### src/rtl/rop_stencil_pipe.sv
// rop_stencil_pipe -- multi-lane stencil test-and-update pipeline for the ROP back end.
//
// Each lane compares (sref & read_mask) against (val & read_mask) using the
// selected compare function. The compare result and depth_pass pick one of the
// sfail/zfail/zpass ops. The op result is merged into the stored value under
// write_mask. There are two register stages (p0, p1) with a valid/ready
// handshake on both sides.
//
// Ports:
//   clk, reset (asynchronous, active-low)
//   valid_in / ready_in        input handshake
//   func, sfail_op, zfail_op, zpass_op, sref, read_mask, write_mask,
//   lane_mask, depth_pass, val, tag_in   transaction fields
//   valid_out / ready_out      output handshake
//   result, stencil_pass, lane_mask_out, tag_out   registered outputs
//
// Optional build macro ROP_STENCIL_STATS_EN:
//   adds perf_pass_count / perf_fail_count. These counters accumulate the
//   number of active lanes that pass or fail the test on each output fire.
module rop_stencil_pipe #(
  parameter int NUM_LANES = 4,
  parameter int DATAW     = 8,
  parameter int TAGW      = 8
) (
  input  logic                       clk,
  input  logic                       reset,
  input  logic                       valid_in,
  output logic                       ready_in,
  input  logic [2:0]                 func,
  input  logic [2:0]                 sfail_op,
  input  logic [2:0]                 zfail_op,
  input  logic [2:0]                 zpass_op,
  input  logic [DATAW-1:0]           sref,
  input  logic [DATAW-1:0]           read_mask,
  input  logic [DATAW-1:0]           write_mask,
  input  logic [NUM_LANES-1:0]       lane_mask,
  input  logic [NUM_LANES-1:0]       depth_pass,
  input  logic [NUM_LANES*DATAW-1:0] val,
  input  logic [TAGW-1:0]            tag_in,
  output logic                       valid_out,
  input  logic                       ready_out,
  output logic [NUM_LANES*DATAW-1:0] result,
  output logic [NUM_LANES-1:0]       stencil_pass,
  output logic [NUM_LANES-1:0]       lane_mask_out,
  output logic [TAGW-1:0]            tag_out
`ifdef ROP_STENCIL_STATS_EN
  ,
  output logic [31:0]                perf_pass_count,
  output logic [31:0]                perf_fail_count
`endif
);

  localparam logic [2:0] OP_KEEP      = 3'd0;
  localparam logic [2:0] OP_ZERO      = 3'd1;
  localparam logic [2:0] OP_REPLACE   = 3'd2;
  localparam logic [2:0] OP_INCR      = 3'd3;
  localparam logic [2:0] OP_DECR      = 3'd4;
  localparam logic [2:0] OP_INVERT    = 3'd5;
  localparam logic [2:0] OP_INCR_WRAP = 3'd6;

  // Compare with a = masked reference and b = masked stored value, both unsigned.
  function automatic logic stencil_cmp(input logic [2:0] f,
                                       input logic [DATAW-1:0] a,
                                       input logic [DATAW-1:0] b);
    logic r;
    case (f)
      3'd0:    r = 1'b0;
      3'd1:    r = (a <  b);
      3'd2:    r = (a == b);
      3'd3:    r = (a <= b);
      3'd4:    r = (a >  b);
      3'd5:    r = (a != b);
      3'd6:    r = (a >= b);
      default: r = 1'b1;
    endcase
    return r;
  endfunction

  function automatic logic [DATAW-1:0] incr_sat(input logic [DATAW-1:0] v);
    return (&v) ? v : v + DATAW'(1);
  endfunction

  function automatic logic [DATAW-1:0] decr_sat(input logic [DATAW-1:0] v);
    return (v == '0) ? v : v - DATAW'(1);
  endfunction

  function automatic logic [DATAW-1:0] apply_op(input logic [2:0] op,
                                                input logic [DATAW-1:0] v,
                                                input logic [DATAW-1:0] r);
    logic [DATAW-1:0] n;
    case (op)
      OP_KEEP:      n = v;
      OP_ZERO:      n = '0;
      OP_REPLACE:   n = r;
      OP_INCR:      n = incr_sat(v);
      OP_DECR:      n = decr_sat(v);
      OP_INVERT:    n = ~v;
      OP_INCR_WRAP: n = v + DATAW'(1);
      default:      n = v - DATAW'(1);
    endcase
    return n;
  endfunction

`ifdef ROP_STENCIL_STATS_EN
  function automatic logic [31:0] pop_count(input logic [NUM_LANES-1:0] b);
    logic [31:0] c;
    c = '0;
    for (int i = 0; i < NUM_LANES; i++) c = c + 32'(b[i]);
    return c;
  endfunction
`endif

  logic vld_p0, vld_p1;
  logic adv_p0, adv_p1;

  assign adv_p1   = !vld_p1 || ready_out;
  assign adv_p0   = !vld_p0 || adv_p1;
  assign ready_in = adv_p0;

  // ---- input side: per-lane compare feeding p0 ----
  logic [NUM_LANES-1:0] pass_c;

  always_comb begin
    pass_c = '0;
    for (int i = 0; i < NUM_LANES; i++)
      pass_c[i] = stencil_cmp(func, sref & read_mask, val[i*DATAW +: DATAW] & read_mask);
  end

  logic [2:0]                 sfail_p0, zfail_p0, zpass_p0;
  logic [DATAW-1:0]           sref_p0, wmask_p0;
  logic [NUM_LANES-1:0]       lmask_p0, dpass_p0, pass_p0;
  logic [NUM_LANES*DATAW-1:0] val_p0;
  logic [TAGW-1:0]            tag_p0;

  always_ff @(posedge clk or negedge reset) begin
    if (!reset) vld_p0 <= 1'b0;
    else if (adv_p0) vld_p0 <= valid_in;
  end

  always_ff @(posedge clk) begin
    if (adv_p0 && valid_in) begin
      sfail_p0 <= sfail_op;
      zfail_p0 <= zfail_op;
      zpass_p0 <= zpass_op;
      sref_p0  <= sref;
      wmask_p0 <= write_mask;
      lmask_p0 <= lane_mask;
      dpass_p0 <= depth_pass;
      pass_p0  <= pass_c;
      val_p0   <= val;
      tag_p0   <= tag_in;
    end
  end

  // ---- p0 -> p1: op select, op apply and write-mask merge ----
  logic [NUM_LANES*DATAW-1:0] res_c;
  logic [NUM_LANES-1:0]       sp_c;
  logic [DATAW-1:0]           lane_v, lane_n;
  logic [2:0]                 lane_op;

  always_comb begin
    res_c   = val_p0;
    sp_c    = '0;
    lane_v  = '0;
    lane_n  = '0;
    lane_op = OP_KEEP;
    for (int i = 0; i < NUM_LANES; i++) begin
      lane_v = val_p0[i*DATAW +: DATAW];
      if (lmask_p0[i]) begin
        if (!pass_p0[i])       lane_op = sfail_p0;
        else if (!dpass_p0[i]) lane_op = zfail_p0;
        else                   lane_op = zpass_p0;
        lane_n = apply_op(lane_op, lane_v, sref_p0);
        res_c[i*DATAW +: DATAW] = (lane_n & wmask_p0) | (lane_v & ~wmask_p0);
        sp_c[i] = pass_p0[i];
      end
    end
  end

  always_ff @(posedge clk or negedge reset) begin
    if (!reset) begin
      vld_p1        <= 1'b0;
      result        <= '0;
      stencil_pass  <= '0;
      lane_mask_out <= '0;
      tag_out       <= '0;
    end else if (adv_p1) begin
      vld_p1 <= vld_p0;
      if (vld_p0) begin
        result        <= res_c;
        stencil_pass  <= sp_c;
        lane_mask_out <= lmask_p0;
        tag_out       <= tag_p0;
      end
    end
  end

  assign valid_out = vld_p1;

`ifdef ROP_STENCIL_STATS_EN
  // stencil_pass is already zero on inactive lanes, so only fails need the lane mask.
  always_ff @(posedge clk or negedge reset) begin
    if (!reset) begin
      perf_pass_count <= '0;
      perf_fail_count <= '0;
    end else if (vld_p1 && ready_out) begin
      perf_pass_count <= perf_pass_count + pop_count(stencil_pass);
      perf_fail_count <= perf_fail_count + pop_count(lane_mask_out & ~stencil_pass);
    end
  end
`endif

endmodule

### config.mk
export PLATFORM = sky130hd
export DESIGN_NAME = rop_stencil_pipe
export DESIGN_NICKNAME = d
export VERILOG_FILES = /design/src/rtl/rop_stencil_pipe.sv
export SDC_FILE = /design/constraint.sdc
export NUM_CORES = 1
export LEC_CHECK = 0
export ABC_AREA = 1
export CELL_PAD_IN_SITES_DETAIL_PLACEMENT = 1
export CELL_PAD_IN_SITES_GLOBAL_PLACEMENT = 2
export CORE_ASPECT_RATIO = 0.75
export CORE_MARGIN = 2
export CORE_UTILIZATION = 28
export DETAILED_ROUTE_END_ITERATION = 16
export PLACE_DENSITY_LB_ADDON = 0.1
export SYNTH_ARGS = -nofsm -noshare
export SYNTH_HDL_FRONTEND = slang
export SYNTH_SLANG_ARGS = --single-unit
### constraint.sdc
create_clock -name clk -period 2.5 [get_ports clk]
set_clock_uncertainty 0.05 [all_clocks]
set_input_delay 0.5 -clock clk [delete_from_list [all_inputs] [get_ports clk]]
set_output_delay 0.5 -clock clk [all_outputs]
set_load 0.02 [all_outputs]
==> impl_metrics.toml, run 1 <==
[status]
status = "completed"

[sta]
finalSetupViolations = 0
hold_violations = 0
period_share_pct = 92.9
fmax_ghz = 0.430
drv_slew = 0
setup_ws_ns = 0.177
worst_pin_slew_ns = 0.523
min_period_ns = 2.32
whs_ns = 0.391
slew_headroom_pct = 65.2
rsz0062_at_grt = "no"

[floorplanning]
io_pins = 138
start_util_pct = 28.5
floorplan.die.height_um = 156
fp-row-count = 55
dieWidth_um = 206
fp.dieArea_mm2 = 0.0322
core_mm2 = 0.0302

[logic_synthesis]
synthFlopType = "edfxtp_1"
async_flop_share_pct = 39.4
syn_area_per_cell_um2 = 7.37
syn_inst = 1167
synthTopCellsByArea = "edfxtp_1 (27%), nand2_1 (19%), dfrtp_1 (15%)"
synth_cell_types = 39
synth_seq_cells = 127
seq_area_frac_synth_pct = 41.4
synth_edf_count = 77
yosysTopAreaCellShare_pct = 26.9
synth_top_cell_by_area = "edfxtp_1"
synthesis.area_mm2 = 0.00860
yosys_warnings = 0
yosysMostFrequentCell = "nand2_1"
ys_top_cells_by_count = "nand2_1 (445), inv_1 (116), a21oi_1 (82), edfxtp_1 (77), nor2_1 (75)"
syn_nets = 1295

[critical_path]
cp-end-kind = "register"
cp_slowest_stage_delay_ns = 0.48
cp.arrival_ns = 2.44
crit_fanout = 5
crit_required_ns = 2.62
path_buf_inv = 3
criticalPathCategory = "in2reg"
start_kind = "primary input"
cp_top_family = "buffers and inverters"
slowest_stage = "clkdlybuf4s50_1"
crit_chain = "clkdlybuf4s50_1 > nand2_1 > inv_1 > ha_1 > nand4_1 > nor4_1 > buf_4 > nand2_1 > a21oi_1 > nand4_1"

[route]
initialDrtViolationCount = 405
vias_per_cell = 4.84
dr.pass1.iters = 5
final_antenna_net_count = 0
vias = 8601
wl_per_cell_um = 19.5
drc = 0
routed_wl_mm = 34.6

[clock_tree]
ctsLongestPathBuffers = 2
cts_tree = "built"
cts_sinks = 127
post_cts_buffers = 0
cts_buffers = 17
cts-root-buf = "clkbuf_16"
clkTransAtPathRegs_ns = 0.07
insertion_delay_ns = 0.43
cts_htree_levels = 4

[placed_design]
place.gp.congestion = 0.846
io_buffer_count = 137
pre_cts_ws_ns = -0.352
postPlaceCellArea_mm2 = 0.0109
dp_hpwl_mm = 27.8

[grt]
grt_pass1_wl_mm = 53.7
grt_usage_pct = 22.4
grt_max_degree = 41
antenna_found_initial = 2
grt_pass1_vias = 8945
grt-ovfl-total = 0

[layout]
fillers = 3721
utilization_pct = 38.1
drive_above_1_share_pct = 11.1
seq_area_mm2 = 0.00356
area_delta_synth_final_pct = 33.6
final_nets = 1492
multi_input_area_mm2 = 0.00453
final_cell_area_mm2 = 0.0115
diodes = 0

[flow_run]
maxCapViolCount = 0

[hold_path]
hold_path_class = "reg2reg"

[pwr]
finalPower_mw = 8.12
powerDensity_mw_per_mm2 = 706
power_leakage_nw = 5.39
ir_drop_v = 0.000358
## worst register-to-register path, delay by kind of cell (launching register included)
kind	cells	cell delay, ns
DFF	1	0.53
and+or+nand+nor	6	0.92
AOI/OAI and AO/OA	1	0.27
buffers and inverters	1	0.21
adders and majority gates	1	0.24
## metal layers
layer | share of wire [%] | vias to the layer above | GRT usage (%)
met5 | 0 | - | 0
met4 | 1.1 | 0 | 4.69
met3 | 3.9 | 20 | 3.40
met2 | 44 | 172 | 35.1
met1 | 51 | 4187 | 32.5
li1 | - | 4222 | -
## power by group
part,leakage [nW],switching [mW],internal [mW],total (mW)
Clock,0.287,1.08,1.49,2.57
Sequential,1.36,0.337,2.60,2.93
Combinational,3.75,1.56,1.06,2.62
Total,5.39,2.98,5.15,8.12
## area by class of cell
type | instances | share of cell area, %
Clock buffer | 18 | 3.73
Clock inverter | 14 | 1.35
Inverter | 127 | 4.18
Multi-Input combinational cell | 897 | 39.4
Sequential cell | 127 | 31.0
Tap cell | 399 | 4.34
Timing Repair Buffer | 194 | 16.0
## flip-flops by register name, summed over array words and instances (netlist names)
register and flops:
lane_mask_out 4, tag_out 8, valid_out 1, zpass_p0 3
wmask_p0 8, lmask_p0 4, zfail_p0 3, vld_p0 1
sfail_p0 3, tag_p0 8, dpass_p0 4, val_p0 32
result 32, pass_p0 4, stencil_pass 4, sref_p0 8
## kinds of logic (layout without fill, tap and decap cells)
logic type,count (synthesis),in the layout,share of synthesized area (%)
AND/OR/NAND/NOR,697,697,35.4
buffers and inverters,143,353,6.25
AO/OA/AOI/OAI,130,130,8.06
flip-flops,127,127,41.4
adder cells (fa/ha/maj),40,40,5.82
XOR/XNOR,30,30,3.05
## cells in the final DEF (no fill, tap or decap), types with 3 or more instances in the layout
| cell | instances |
|---|---|
| nand2_1 | 444 |
| clkdlybuf4s50_1 | 133 |
| inv_1 | 115 |
| a21oi_1 | 82 |
| edfxtp_1 | 77 |
| nor2_1 | 75 |
| nand3_1 | 71 |
| buf_4 | 53 |
| dfrtp_1 | 50 |
| ha_1 | 40 |
| nand4_1 | 39 |
| xor2_1 | 30 |
| nand2_2 | 23 |
| o21ai_0 | 22 |
| clkbuf_16 | 17 |
| inv_2 | 11 |
| o21ai_1 | 11 |
| nand3_2 | 8 |
| nor2_2 | 8 |
| nand3b_1 | 8 |
| nor3_1 | 5 |
| inv_6 | 5 |
| a211oi_1 | 3 |
| o21bai_1 | 3 |
| nand2_4 | 3 |
| clkinv_4 | 3 |
| dlymetal6s2s_1 | 3 |
| buf_12 | 3 |
## path summary, 6_finish.rpt
path                         endpoint  slack [ns]    startpoint  cells after the start
max reg2reg                 result[6]        0.18     val_p0[0]                      9
min                        tag_out[6]        0.39     tag_p0[6]                      2
min reg2reg                tag_out[6]        0.39     tag_p0[6]                      2
max                        pass_p0[1]        0.18  read_mask[7]                     10
max in group asynchronous  result[18]        1.23         reset                      3
min in group asynchronous      vld_p0        0.48         reset                      2
## stage by stage
stage | TNS [ns] | cells
final | 0 | 1776
after global routing | 0 | 1776
after CTS | 0 | 1776
after detailed placement | -1.23 | 1743
after global placement | -0.977 | 1743
after floorplan | 0 | 1167
## repair_timing
| action | CTS | global route |
|---|---|---|
| hold buffers | 1 | 0 |
| gates resized for setup | 0 | 6 |
| endpoints found under the setup margin | 0 | 3 |
| hold endpoints to repair | 14 | 0 |
Note: power is estimated with default switching activity, not from simulation.
==> run 2, diff against run 1 <==
Settings changed: CORE_MARGIN 2 to not set, HOLD_SLACK_MARGIN set to 0.05.
==> run 2 against run 1 <==
- global-route usage barely moved
- core utilization grew 0.099 points
- clock-buffer cell count unchanged
- critical path type unchanged
- largest power group unchanged
==> impl_metrics.toml, run 2 (synthesized netlist as in run 1, its figures left out) <==
[layout]
largest_registers = "result (32), val_p0 (32)"
final_nets = 1496
area_delta_synth_final_pct = 34.0
seq_area_mm2 = 0.00356
diodes = 0
fillers = 3685
final_common_cell = "nand2_1"
multi_input_area_mm2 = 0.00454
final_cell_area_mm2 = 0.0115
final_cell_mix = "nand2_1 (444), clkdlybuf4s50_1 (135), inv_1 (115)"
drive_above_1_share_pct = 11.6
layoutNonFillerInstCount = 1780

[placed_design]
place.gp.congestion = 0.870
io_buffer_count = 137
dp_hpwl_mm = 27.4
postPlaceCellArea_mm2 = 0.0109
placed_cells = 1747

[pwr]
power.share.clock_pct = 31.1
power_leakage_nw = 5.39
powerDensity_mw_per_mm2 = 699
ir_drop_v = 0.000400
finalPower_mw = 8.06
combPwrFrac_pct = 32.7
power.share.switching_pct = 36.6
seqPwrFrac_pct = 36.3
internal_power_mw = 5.10
p_sw_mw = 2.95

[sta]
rsz0062_at_grt = "no"
whs_ns = 0.394
slew_headroom_pct = 63.0
fmax_ghz = 0.435
worst_pin_slew_ns = 0.555
finalSetupViolations = 0
tns_ns = 0
drv_slew = 0
hold_violations = 0
min_period_ns = 2.30
period_share_pct = 91.9

[clock_tree]
post_cts_buffers = 0
cts_tree = "built"
clkTransAtPathRegs_ns = 0.07
insertion_delay_ns = 0.43
cts-root-buf = "clkbuf_16"
cts_buffers = 17
cts_htree_levels = 4
ctsLongestPathBuffers = 2
cts_sinks = 127

[floorplanning]
core_mm2 = 0.0302
dieWidth_um = 204
io_pins = 138
start_util_pct = 28.5
fp.dieArea_mm2 = 0.0314
floorplan.die.height_um = 154
fp-row-count = 55

[route]
final_antenna_net_count = 0
drc = 0
vias_per_cell = 4.80
vias = 8545
wl_per_cell_um = 19.2
initialDrtViolationCount = 484
dr.pass1.iters = 5
routed_wl_mm = 34.1

[grt]
grt_max_degree = 46
grt-ovfl-total = 0
grt_usage_pct = 22.4
grt_pass1_wl_mm = 52.5
grt_pass1_vias = 8672
antenna_found_initial = 1

[critical_path]
cp_slowest_stage_delay_ns = 0.48
start_kind = "primary input"
crit_chain = "clkdlybuf4s50_1 > nand2_1 > inv_1 > buf_4 > ha_1 > nand4_1 > inv_1 > nand3_1 > inv_1 > nand2_1 > a21oi_1 > nand4_1"
crit_required_ns = 2.62
crit_top_cell = "inv_1"
criticalPathCategory = "in2reg"
cp.arrival_ns = 2.42
cp-end-kind = "register"
crit_fanout = 5
slowest_stage = "clkdlybuf4s50_1"

[status]
status = "completed"

[hold_path]
hold_path_class = "reg2reg"

[flow_run]
maxCapViolCount = 0
==> run 2: cell types whose count changed in the layout (fill, tap and decap cells not counted), moves of 2 or more <==
| cell | previous run | this run |
|---|---|---|
| buf_4 | 53 | 57 |
| clkdlybuf4s50_1 | 133 | 135 |
| clkinv_2 | 1 | 3 |
| dlymetal6s2s_1 | 3 | 1 |
==> run 2: layout make-up <==
| cell class | count | area share [%] |
|---|---|---|
| Inverter | 127 | 4.17 |
| Tap cell | 399 | 4.33 |
| Multi-Input combinational cell | 897 | 39.4 |
| Timing Repair Buffer | 198 | 16.2 |
| Clock buffer | 18 | 3.91 |
| Clock inverter | 14 | 1.12 |
| Sequential cell | 127 | 30.9 |
==> run 2: power by group through the flow <==
stage               logic (mW)  clock network, mW  registers (mW)
floorplan                 1.14                  0            3.13
global placement          2.62                  0            2.96
detailed placement        2.64                  0            2.97
CTS                       2.66               2.58            2.93
global route              2.91               2.65            2.97
finish                    2.63               2.50            2.92
==> run 2: through the flow <==
step	setup slack [ns]	util (%)
global route	0.0354	38.2
detailed placement	-0.369	36.1
finish	0.202	38.2
CTS	0.0885	38.1
floorplan	0.0656	-
global placement	-0.237	36.1
==> run 2: worst max-delay path, delay by kind of cell <==
family | cells | cell delay (ns)
compound gates | 1 | 0.14
fa+ha+maj | 1 | 0.33
buf+inv | 5 | 0.93
simple gates | 5 | 0.52
==> run 2: layer usage <==
layer / part of all wire [%] / track usage [%]
met1: 52 / 33.4
met5: 0 / 0
met2: 43 / 34.0
met4: 1.2 / 4.94
met3: 3.8 / 3.33
==> run 2: final timing paths <==
kind                              startpoint         end  slack, ns  cells past startpoint
worst max-delay path            read_mask[7]  pass_p0[3]       0.20                     12
worst min-delay path               tag_p0[1]  tag_out[1]       0.39                      2
worst max register to register    pass_p0[1]  result[14]       0.25                     11
worst min register to register     tag_p0[1]  tag_out[1]       0.39                      2
max in group asynchronous              reset  result[31]       1.31                      3
min in group asynchronous              reset  tag_out[3]       0.53                      2
==> run 2: repair_timing <==
item / 4_1_cts / 5_1_grt
hold buffers: 1 / 0
endpoints found under the hold margin: 18 / 0
resized for setup: 0 / 6
setup endpoints to repair: 0 / 3
